`config.mk`:
```
export PLATFORM = sky130hd
export DESIGN_NAME = pwm_ramp_ctrl
export DESIGN_NICKNAME = d
export VERILOG_FILES = /design/src/rtl/pwm_pkg.sv /design/src/rtl/pwm_core.sv /design/src/rtl/pwm_ramp_ctrl.sv
export SDC_FILE = /design/constraint.sdc
export NUM_CORES = 1
export LEC_CHECK = 0
export CAP_MARGIN = 20
export CORE_MARGIN = 10
export CORE_UTILIZATION = 58
export CTS_BUF_LIST = sky130_fd_sc_hd__clkbuf_16
export DETAILED_ROUTE_END_ITERATION = 6
export PLACE_DENSITY_LB_ADDON = 0.15
export SETUP_SLACK_MARGIN = 0.2
export SKIP_LAST_GASP = 1
export SLEW_MARGIN = 30
export SYNTH_ARGS = -nofsm -noshare
export SYNTH_HDL_FRONTEND = slang
export SYNTH_SLANG_ARGS = --single-unit
```
`constraint.sdc`:
```
create_clock -name clk -period 5 [get_ports clk]
set_input_delay 1.5 -clock clk [delete_from_list [all_inputs] [get_ports clk]]
set_output_delay 1.5 -clock clk [all_outputs]
set_load 0.01 [all_outputs]
```
`src/rtl/pwm_pkg.sv`:
```
// Shared definitions for the PWM ramp sequencer: state encoding and default widths.
package pwm_pkg;

  localparam int N_DEF  = 8;
  localparam int DW_DEF = 8;

  typedef enum logic [2:0] {
    S_IDLE = 3'd0,
    S_LOAD = 3'd1,
    S_UP   = 3'd2,
    S_HOLD = 3'd3,
    S_DOWN = 3'd4
  } state_e;

endpackage

```
`src/rtl/pwm_core.sv`:
```
// Free-running PWM counter with period tick and registered duty compare.
module pwm_core #(
  parameter int N = 8
) (
  input  logic         clk,
  input  logic         reset_n,
  input  logic [N-1:0] duty,
  output logic         pwm_out,
  output logic         tick
);

  localparam logic [N-1:0] L_ONE = N'(1);

  logic [N-1:0] r_cnt;
  logic         r_pwm;

  // Counter wraps naturally; output is high while cnt < duty, one cycle late.
  always_ff @(posedge clk or negedge reset_n) begin
    if (!reset_n) begin
      r_cnt <= '0;
      r_pwm <= 1'b0;
    end else begin
      r_cnt <= r_cnt + L_ONE;
      r_pwm <= (r_cnt < duty);
    end
  end

  assign tick    = (r_cnt == '1);
  assign pwm_out = r_pwm;

endmodule

```
`src/rtl/pwm_ramp_ctrl.sv`:
```
// Duty-cycle ramp sequencer: up from duty_lo to duty_hi, hold, back down.
// All duty updates land on the period tick so no PWM pulse is truncated;
// stop is the only exception and forces the output off immediately.
module pwm_ramp_ctrl
  import pwm_pkg::*;
#(
  parameter int N  = N_DEF,
  parameter int DW = DW_DEF
) (
  input  logic          clk,
  input  logic          reset_n,
  input  logic          start,
  input  logic          stop,
  input  logic [N-1:0]  duty_lo,
  input  logic [N-1:0]  duty_hi,
  input  logic [N-1:0]  step,
  input  logic [DW-1:0] dwell,
  output logic          pwm_out,
  output logic [N-1:0]  duty_cur,
  output logic          busy,
  output logic          done,
  output logic          err
);

  localparam logic [N-1:0]  L_STEP1 = N'(1);
  localparam logic [DW-1:0] L_DONE  = DW'(1);

  state_e        r_state;
  logic [N-1:0]  r_lo, r_hi, r_step, r_duty;
  logic [DW-1:0] r_dwell, r_dwell_cnt;
  logic          r_busy, r_done, r_err;

  logic          w_tick;
  logic          w_dwell_hit;
  logic [N:0]    w_up_sum, w_dn_diff;
  logic [N-1:0]  w_up_nxt, w_dn_nxt;

  // Extra carry/borrow bit keeps the ramp from wrapping past either rail.
  assign w_up_sum    = {1'b0, r_duty} + {1'b0, r_step};
  assign w_dn_diff   = {1'b0, r_duty} - {1'b0, r_step};
  assign w_up_nxt    = (w_up_sum > {1'b0, r_hi}) ? r_hi : w_up_sum[N-1:0];
  assign w_dn_nxt    = (w_dn_diff[N] || (w_dn_diff[N-1:0] < r_lo)) ? r_lo : w_dn_diff[N-1:0];
  assign w_dwell_hit = (r_dwell_cnt == r_dwell);

  pwm_core #(.N(N)) u_core (
    .clk     (clk),
    .reset_n (reset_n),
    .duty    (r_duty),
    .pwm_out (pwm_out),
    .tick    (w_tick)
  );

  // Sequencer FSM with config latches, dwell counter and registered status.
  always_ff @(posedge clk or negedge reset_n) begin
    if (!reset_n) begin
      r_state     <= S_IDLE;
      r_lo        <= '0;
      r_hi        <= '0;
      r_step      <= '0;
      r_dwell     <= '0;
      r_dwell_cnt <= '0;
      r_duty      <= '0;
      r_busy      <= 1'b0;
      r_done      <= 1'b0;
      r_err       <= 1'b0;
    end else begin
      r_done <= 1'b0;
      r_err  <= 1'b0;
      if (stop) begin
        // Emergency off: not tick aligned, beats any simultaneous start.
        r_state     <= S_IDLE;
        r_duty      <= '0;
        r_dwell_cnt <= '0;
        r_busy      <= 1'b0;
      end else begin
        case (r_state)
          S_IDLE: begin
            if (start) begin
              if (duty_lo < duty_hi) begin
                r_lo    <= duty_lo;
                r_hi    <= duty_hi;
                r_step  <= (step == '0) ? L_STEP1 : step;
                r_dwell <= dwell;
                r_busy  <= 1'b1;
                r_state <= S_LOAD;
              end else begin
                r_err <= 1'b1;
              end
            end
          end
          S_LOAD: begin
            if (w_tick) begin
              r_duty      <= r_lo;
              r_dwell_cnt <= '0;
              r_state     <= S_UP;
            end
          end
          S_UP: begin
            if (w_tick) begin
              if (w_dwell_hit) begin
                r_duty      <= w_up_nxt;
                r_dwell_cnt <= '0;
                if (w_up_nxt == r_hi) r_state <= S_HOLD;
              end else begin
                r_dwell_cnt <= r_dwell_cnt + L_DONE;
              end
            end
          end
          S_HOLD: begin
            if (w_tick) begin
              if (w_dwell_hit) begin
                r_dwell_cnt <= '0;
                r_state     <= S_DOWN;
              end else begin
                r_dwell_cnt <= r_dwell_cnt + L_DONE;
              end
            end
          end
          S_DOWN: begin
            if (w_tick) begin
              if (w_dwell_hit) begin
                r_duty      <= w_dn_nxt;
                r_dwell_cnt <= '0;
                if (w_dn_nxt == r_lo) begin
                  r_state <= S_IDLE;
                  r_busy  <= 1'b0;
                  r_done  <= 1'b1;
                end
              end else begin
                r_dwell_cnt <= r_dwell_cnt + L_DONE;
              end
            end
          end
          default: begin
            r_state <= S_IDLE;
            r_busy  <= 1'b0;
          end
        endcase
      end
    end
  end

  assign duty_cur = r_duty;
  assign busy     = r_busy;
  assign done     = r_done;
  assign err      = r_err;

endmodule

```
# Word-level counts from Yosys, hierarchy flattened

Index checks and enable logic that the tools add are counted.

Output and inout bits: 12
ROM bits: 0
Flip-flop bits (word level): 63
Memories kept: 0
Bits of input ports: 36
Latch bits: 0
Word-level logic and storage cells: 98
Memory bits (writable): 0

Shift operators: 0
$lt $le $gt $ge: 4
Add/subtract/negate cells: 4
Divide/modulo/power cells: 0
Equality and inequality tests: 21
Bitwise gates (word level): 1
Reduce and logical (&&, ||, !) cells: 12
Multiply operators: 0
Mux-type cells: 44

Operators by type and width:

| kind                                                            | count |
|---|---|
| 8-bit 2-to-1 mux                                                | 13 |
| 3-bit 2-to-1 mux                                                | 12 |
| 8-bit == test                                                   | 3 |
| 8-bit less-than comparator                                      | 3 |
| 8-bit case mux with 3 select lines                              | 1 |
| 3-bit != test, second input constant                            | 7 |
| 8-bit by 1-bit adder with 8-bit output, second input constant   | 2 |
| 8-bit case mux with 2 select lines                              | 1 |
| 1-bit 2-to-1 mux                                                | 15 |
| 3-bit case mux with 5 select lines                              | 1 |
| 3-bit by 2-bit != test with 1-bit output, second input constant | 4 |
| 6-bit AND reduction                                             | 2 |
| 11-bit AND reduction                                            | 1 |
| 8-bit by 8-bit adder with 9-bit output                          | 1 |
| 9-bit by 8-bit greater-than comparator with 1-bit output        | 1 |
| 8-bit by 8-bit subtractor with 9-bit output                     | 1 |
| 8-bit == test, second input constant                            | 1 |
| 8-bit logical NOT                                               | 1 |
| 3-bit by 2-bit == test with 1-bit output, second input constant | 2 |
| 3-bit OR reduction                                              | 2 |
| 4-bit AND reduction                                             | 1 |
| 4-bit nonzero test                                              | 1 |
| 3-bit by 1-bit == test with 1-bit output, second input constant | 1 |
| 3-bit == test, second input constant                            | 1 |
| other kinds (8)                                                 | 8 |

# Depth between registers and ports, before layout

Depth after elaboration: 10
Gate-level depth with buffers: 16

# Modules after synthesis

Synthesis repeated with hierarchy kept, for this count alone.

Cells, all modules: 534
Area, all modules: 4,783.3 um^2

By module, submodules not included:

| module        | cells each | sequential area each (um^2) | times used | area each (um^2) |
|---|---|---|---|---|
| pwm_ramp_ctrl | 481        | 1,351.3                     | 1          | 4,262.8 |
| pwm_core      | 53         | 225.2                       | 1          | 520.5 |

# Worst setup path after synthesis

Ideal clock, no wire load.

Path type: register -> register
Start: reg r_duty[1] (netlist: duty_cur[1])
End: reg r_state[2]
Slack: 1.203 ns
Library setup time: 0.133 ns
Buffers on the path: 0
Stages on the path, launching flop included: 14
Arrival: 3.664 ns
Period minus slack after synthesis: 3.797 ns
Cells stage by stage: dfrtp_1 > inv_1 > fa_1 > or2_1 > a211o_1 > a211oi_1 > ha_1 > a2111oi_0 > o21ai_0 > o22ai_1 > o31ai_1 > o31ai_1 > and3_1 > o21ai_1

Longest elaborated chain between the ends: 7

RTL lines:

| element                                     | RTL line             | source |
|---|---|---|
| start, declared                             | pwm_ramp_ctrl.sv:29  | `logic [N-1:0] r_lo, r_hi, r_step, r_duty;` |
| start signal, assigned                      | pwm_ramp_ctrl.sv:93  | `r_duty <= r_lo;` |
| start signal, assigned                      | pwm_ramp_ctrl.sv:101 | `r_duty <= w_up_nxt;` |
| start signal, assigned                      | pwm_ramp_ctrl.sv:122 | `r_duty <= w_dn_nxt;` |
| 8-bit by 8-bit subtractor with 9-bit output | pwm_ramp_ctrl.sv:40  | `assign w_dn_diff = {1'b0, r_duty} - {1'b0, r_step};` |
| 8-bit less-than comparator                  | pwm_ramp_ctrl.sv:42  | `assign w_dn_nxt = (w_dn_diff[N] \|\| (w_dn_diff[N-1:0] < r_lo)) ? r_lo : w_dn_diff[N-1:0];` |
| 1-bit logical OR                            | pwm_ramp_ctrl.sv:42  |  |
| 8-bit 2-to-1 mux                            | pwm_ramp_ctrl.sv:42  |  |
| 8-bit == test                               | pwm_ramp_ctrl.sv:124 | `if (w_dn_nxt == r_lo) begin` |
| 3-bit != test (no line)                     | -                    |  |
| 11-bit AND reduction (no line) (*)          | -                    |  |
| end signal, assigned                        | pwm_ramp_ctrl.sv:56  | `r_state <= S_IDLE;` |
| end signal, assigned                        | pwm_ramp_ctrl.sv:125 | `r_state <= S_IDLE;` |
| end signal, assigned                        | pwm_ramp_ctrl.sv:135 | `r_state <= S_IDLE;` |
| end, declared                               | pwm_ramp_ctrl.sv:28  | `state_e r_state;` |

Every way passes the cells marked *; elsewhere a longest branch is shown, timed or not.
A chain may end at the register's enable or synchronous reset.

# Final worst setup path

Start: reg r_duty[5] (netlist: duty_cur[5])
End: reg r_state[2]

The elaborated chain is that of the path after synthesis.

==> metrics list <==
- The flow ran to the end, and the final reports show no timing, DRC or antenna violations.
- Between clock sinks in the finished design, the worst skew comes to 0.009333 ns.
- Number of instances in the synthesized netlist: 545
* Area inside the core boundary: about 8200 µm²
- Summing all non-filler instances in the final layout gives an area of 5709 µm².
- In this run the cell area of the synthesized design comes to 4835 µm².
* WP data required: 5.19 ns
- The worst-case IR drop observed on VDD is between 0.0002 and 0.0003 V.
- Synthesized Nets: 630
- Number of antenna violations at the first check in global routing: 0
* Tot GR Track Use: 20.97%
* Total iterations of the first detailed-routing run: 5
- For this run, the post-layout net count is 676.
- Clock period minus final worst setup slack: 4.287 ns
- Summed over all nets, the switching power comes to 1117 µW.
- Post-CTS repair timing setup buffer count: 0
- Placed instance area: approximately 5400 µm²
- Power per cell area: 476.9 nW/µm²
- Number of buffers added by the clock tree synthesis step: 9
* Setup TNS: 0 ns
* Most instantiated library cell after synthesis: sky130_fd_sc_hd__dfrtp_1
- Global routing finished with a remaining overflow of 0.
- CTS built an H-tree with a depth of 3.
- Antenna diode instance count: 0
* I/O Buffers: 47
- Final hold viol count: 0
* Clock latency of the later-clocked register in the worst-skew pair: 0.33 ns
- Of the available clock period, the critical path in the final layout requires roughly 86%.
- Entering global routing, the biggest net connects 39 pins.
- Area share of the largest cell type after synthesis: roughly a third
- At the end of routability-driven placement, the weighted congestion stood at 0.9898.
- Hold buffers post-CTS: 0
* Routed via count: 4,334
* Switching power share of the total: 41.01%
- Kind of path behind the tightest hold check: reg2reg
* CTS clk-pin slew, worst paths: 0.06 ns
- The worst setup path is of the reg2reg kind.
* Leak: 0.002526 µW
- The critical path contains buffers and inverters numbering 0 combined.
- Number of global-route vias before repair: 4,253
* Cell variety after synth: 61
* Placed wire-length estimate: about 10 mm
* Final WL: around 13 mm
* Sequential element share of the synthesized area: 32.61%
* Worst rel slew slack: between 30 and 40%
- Counting flops and latches in the post-synthesis netlist gives 63.
- Top cells by area in the synthesized netlist: sky130_fd_sc_hd__dfrtp_1, sky130_fd_sc_hd__ha_1, sky130_fd_sc_hd__o21ai_0
* Non-filler instance count after layout: 701
* Worst Setup Start Kind: flip-flop
* Clock tree sinks: 63
- Highest achievable clock rate: 233.2 MHz
- After clock tree synthesis, the repair step resized 0 gates.
* Final worst slack: a little over 0.7 ns
- Die Wd: 111.3 µm
- Broken down by cell family, the worst path's largest delay share belongs to compound AO/OA/AOI/OAI gates.
* Worst setup EP type: flip-flop
* Internal: 1606 µW
- From bottom edge to top edge, the die measures 111.3 µm.
- Hold Path Depth: 1
* Actual slew at the worst max-slew pin: around 0.91 ns
* Primary FF master, synth: sky130_fd_sc_hd__dfrtp_1
- The longest clock path from root to sink contains 2 buffers.
- Along the worst path, the maximum fanout reaches 9.
- Iteration-0 DRC Markers: 298
- The post-route netlist has 8.893% of its cells at a drive strength greater than 1.
* Combinational group share of total power: 52.4%
* TritonCTS clock tree: yes
* Power share of the clock group: a little under a quarter
* Max capacitance violation total: 0
* Antenna-violating nets left: 0
- Critical Path Slowest Stage Cell: sky130_fd_sc_hd__a2111oi_0
* Initial Util: 59.14%
- For this run, design rule violations remaining after detail routing come to 0.
- Avg Inst Size Synth: ~8.9 µm²
- The filler cells instantiated in the layout total between 600 and 700.
- Area enclosed by the die boundary: 12,390 µm²
* Placement Rows: 33
- Number of enable-type register cells in the synthesized netlist: 0
- Crit. path cell count: 12
- The tree is rooted in a sky130_fd_sc_hd__clkbuf_16.
- Syn. warnings: 0
- Most instantiated cells after synthesis: sky130_fd_sc_hd__dfrtp_1, sky130_fd_sc_hd__inv_1, sky130_fd_sc_hd__nand2_1, sky130_fd_sc_hd__ha_1, sky130_fd_sc_hd__o21ai_0
- Boundary pin count: between 40 and 50
* Final setup violating endpoints: 0
- Relative to the synthesized area, the layout overhead comes to 18.09%.
- Dividing the detail-routed via count by the number of cells gives 6.183.
* Crit-path cells: ha_1 -> and3b_1 -> a2111oi_0 -> o311ai_4 -> ha_1 -> a2111oi_0 -> o21ai_0 -> o22ai_1 -> o31ai_1 -> o31ai_1 -> and3_1 -> o21ai_1
- The synthesized design spends more area on one cell type than any other, namely sky130_fd_sc_hd__dfrtp_1.
* Final slew viol count: 0
- After detailed routing, the average wire length per cell comes to 18.93 µm.
- OpenSTA, run right after detailed placement, puts the worst setup slack at 0.7394 ns.
* First-pass GRT wire length: ~22 mm
* Fraction of registers with async set or reset after synthesis: 100.0%
- For this run, the slowest stage of the critical path takes 0.78 ns.
- Data on the critical path arrives at its endpoint at 4.47 ns.
- In this run, flip-flops and latches consume 24.8% of the power.
- WHS: 0.4961 ns
- Measured in cells, the most critical reg-to-reg path has a length of 12.
* Number of cells after detailed placement: 685
- Setup repair after global routing missed its margin: no
[cell usage in the layout, fill, tap and decap left out, types with 6 or more instances in the layout]
master,count
sky130_fd_sc_hd__dfrtp_1,63
sky130_fd_sc_hd__inv_1,51
sky130_fd_sc_hd__nand2_1,48
sky130_fd_sc_hd__ha_1,47
sky130_fd_sc_hd__clkdlybuf4s50_1,46
sky130_fd_sc_hd__o21ai_0,44
sky130_fd_sc_hd__nor2_1,30
sky130_fd_sc_hd__a21oi_1,29
sky130_fd_sc_hd__xnor2_1,21
sky130_fd_sc_hd__xor2_1,16
sky130_fd_sc_hd__mux2_2,15
sky130_fd_sc_hd__buf_4,11
sky130_fd_sc_hd__nand3_1,10
sky130_fd_sc_hd__nand4_1,10
sky130_fd_sc_hd__a221oi_1,10
sky130_fd_sc_hd__a21o_1,9
sky130_fd_sc_hd__nand2b_1,9
sky130_fd_sc_hd__nor3_1,9
sky130_fd_sc_hd__clkbuf_16,9
sky130_fd_sc_hd__a211oi_1,7
sky130_fd_sc_hd__a31oi_1,7
sky130_fd_sc_hd__nor2b_1,6
sky130_fd_sc_hd__o21ai_1,6
[area by class of cell]
cell class	count	area [µm²]	area share (%)
inverter	50	187.7	3.287
multi-input combinational	410	2980	52.20
clock inverter	7	65.06	1.140
tap	105	131.4	2.301
sequential	63	1577	27.61
clock buffer	9	225.2	3.945
timing repair buffer	57	543.0	9.511
[sequential cells by signal, summed over array words and instances, names as in the netlist, 3 cells and up]
register	flops
duty_cur	8
r_dwell	8
r_dwell_cnt	8
r_hi	8
r_lo	8
r_state	3
r_step	8
u_core.r_cnt	8
[power by group through the flow]
stage | sequential [µW] | clock [µW] | combinational (µW)
floorplan | 660 | 0 | 1010
global placement | 679 | 0 | 1350
global route | 687 | 648 | 1570
finish | 676 | 620 | 1430
detailed placement | 682 | 0 | 1380
CTS | 675 | 625 | 1400
[worst reg2reg max path, delay by kind of cell (launching register included)]
family,cells,cell delay (ns)
AO/OA/AOI/OAI,8,2.48
adder cells (fa/ha/maj),2,0.72
flip-flops,1,0.48
AND/OR/NAND/NOR,2,0.46
[stage by stage]
step,total power (µW),utilization (%)
floorplan,1665,-
global placement,2026,66.25
detailed placement,2065,66.25
CTS,2703,69.80
global route,2902,69.83
finish,2723,69.83
[kinds of logic after synthesis]
group,share of synthesized area [%]
and+or+nand+nor,15.37
adders and majority gates,12.99
xor gates and xnor gates,7.505
muxes,3.908
DFF,32.61
AOI/OAI and AO/OA,21.71
buffers and inverters,5.901
[path summary, 6_finish.rpt]
kind | to | start | slack, ns
min in group asynchronous | r_step[5]$_DFFE_PN0P_ | reset_n | 1.14
min reg2reg | u_core.r_cnt[0]$_DFF_PN0_ | u_core.r_cnt[0]$_DFF_PN0_ | 0.50
min | u_core.r_cnt[0]$_DFF_PN0_ | u_core.r_cnt[0]$_DFF_PN0_ | 0.50
max in group asynchronous | r_state[1]$_DFFE_PN0P_ | reset_n | 3.10
max | r_state[2]$_DFFE_PN0P_ | duty_cur[5]$_DFFE_PN0P_ | 0.71
max reg2reg | r_state[2]$_DFFE_PN0P_ | duty_cur[5]$_DFFE_PN0P_ | 0.71
[layer usage]
layer	part of all wire (%)	vias to the layer above	track usage (%)
met5	0	-	0
met4	2.1	0	6.170
met3	7.7	20	3.950
met2	46	213	33.06
met1	44	2048	28.43
li1	-	2053	-
(Power assumes the default switching activity.)
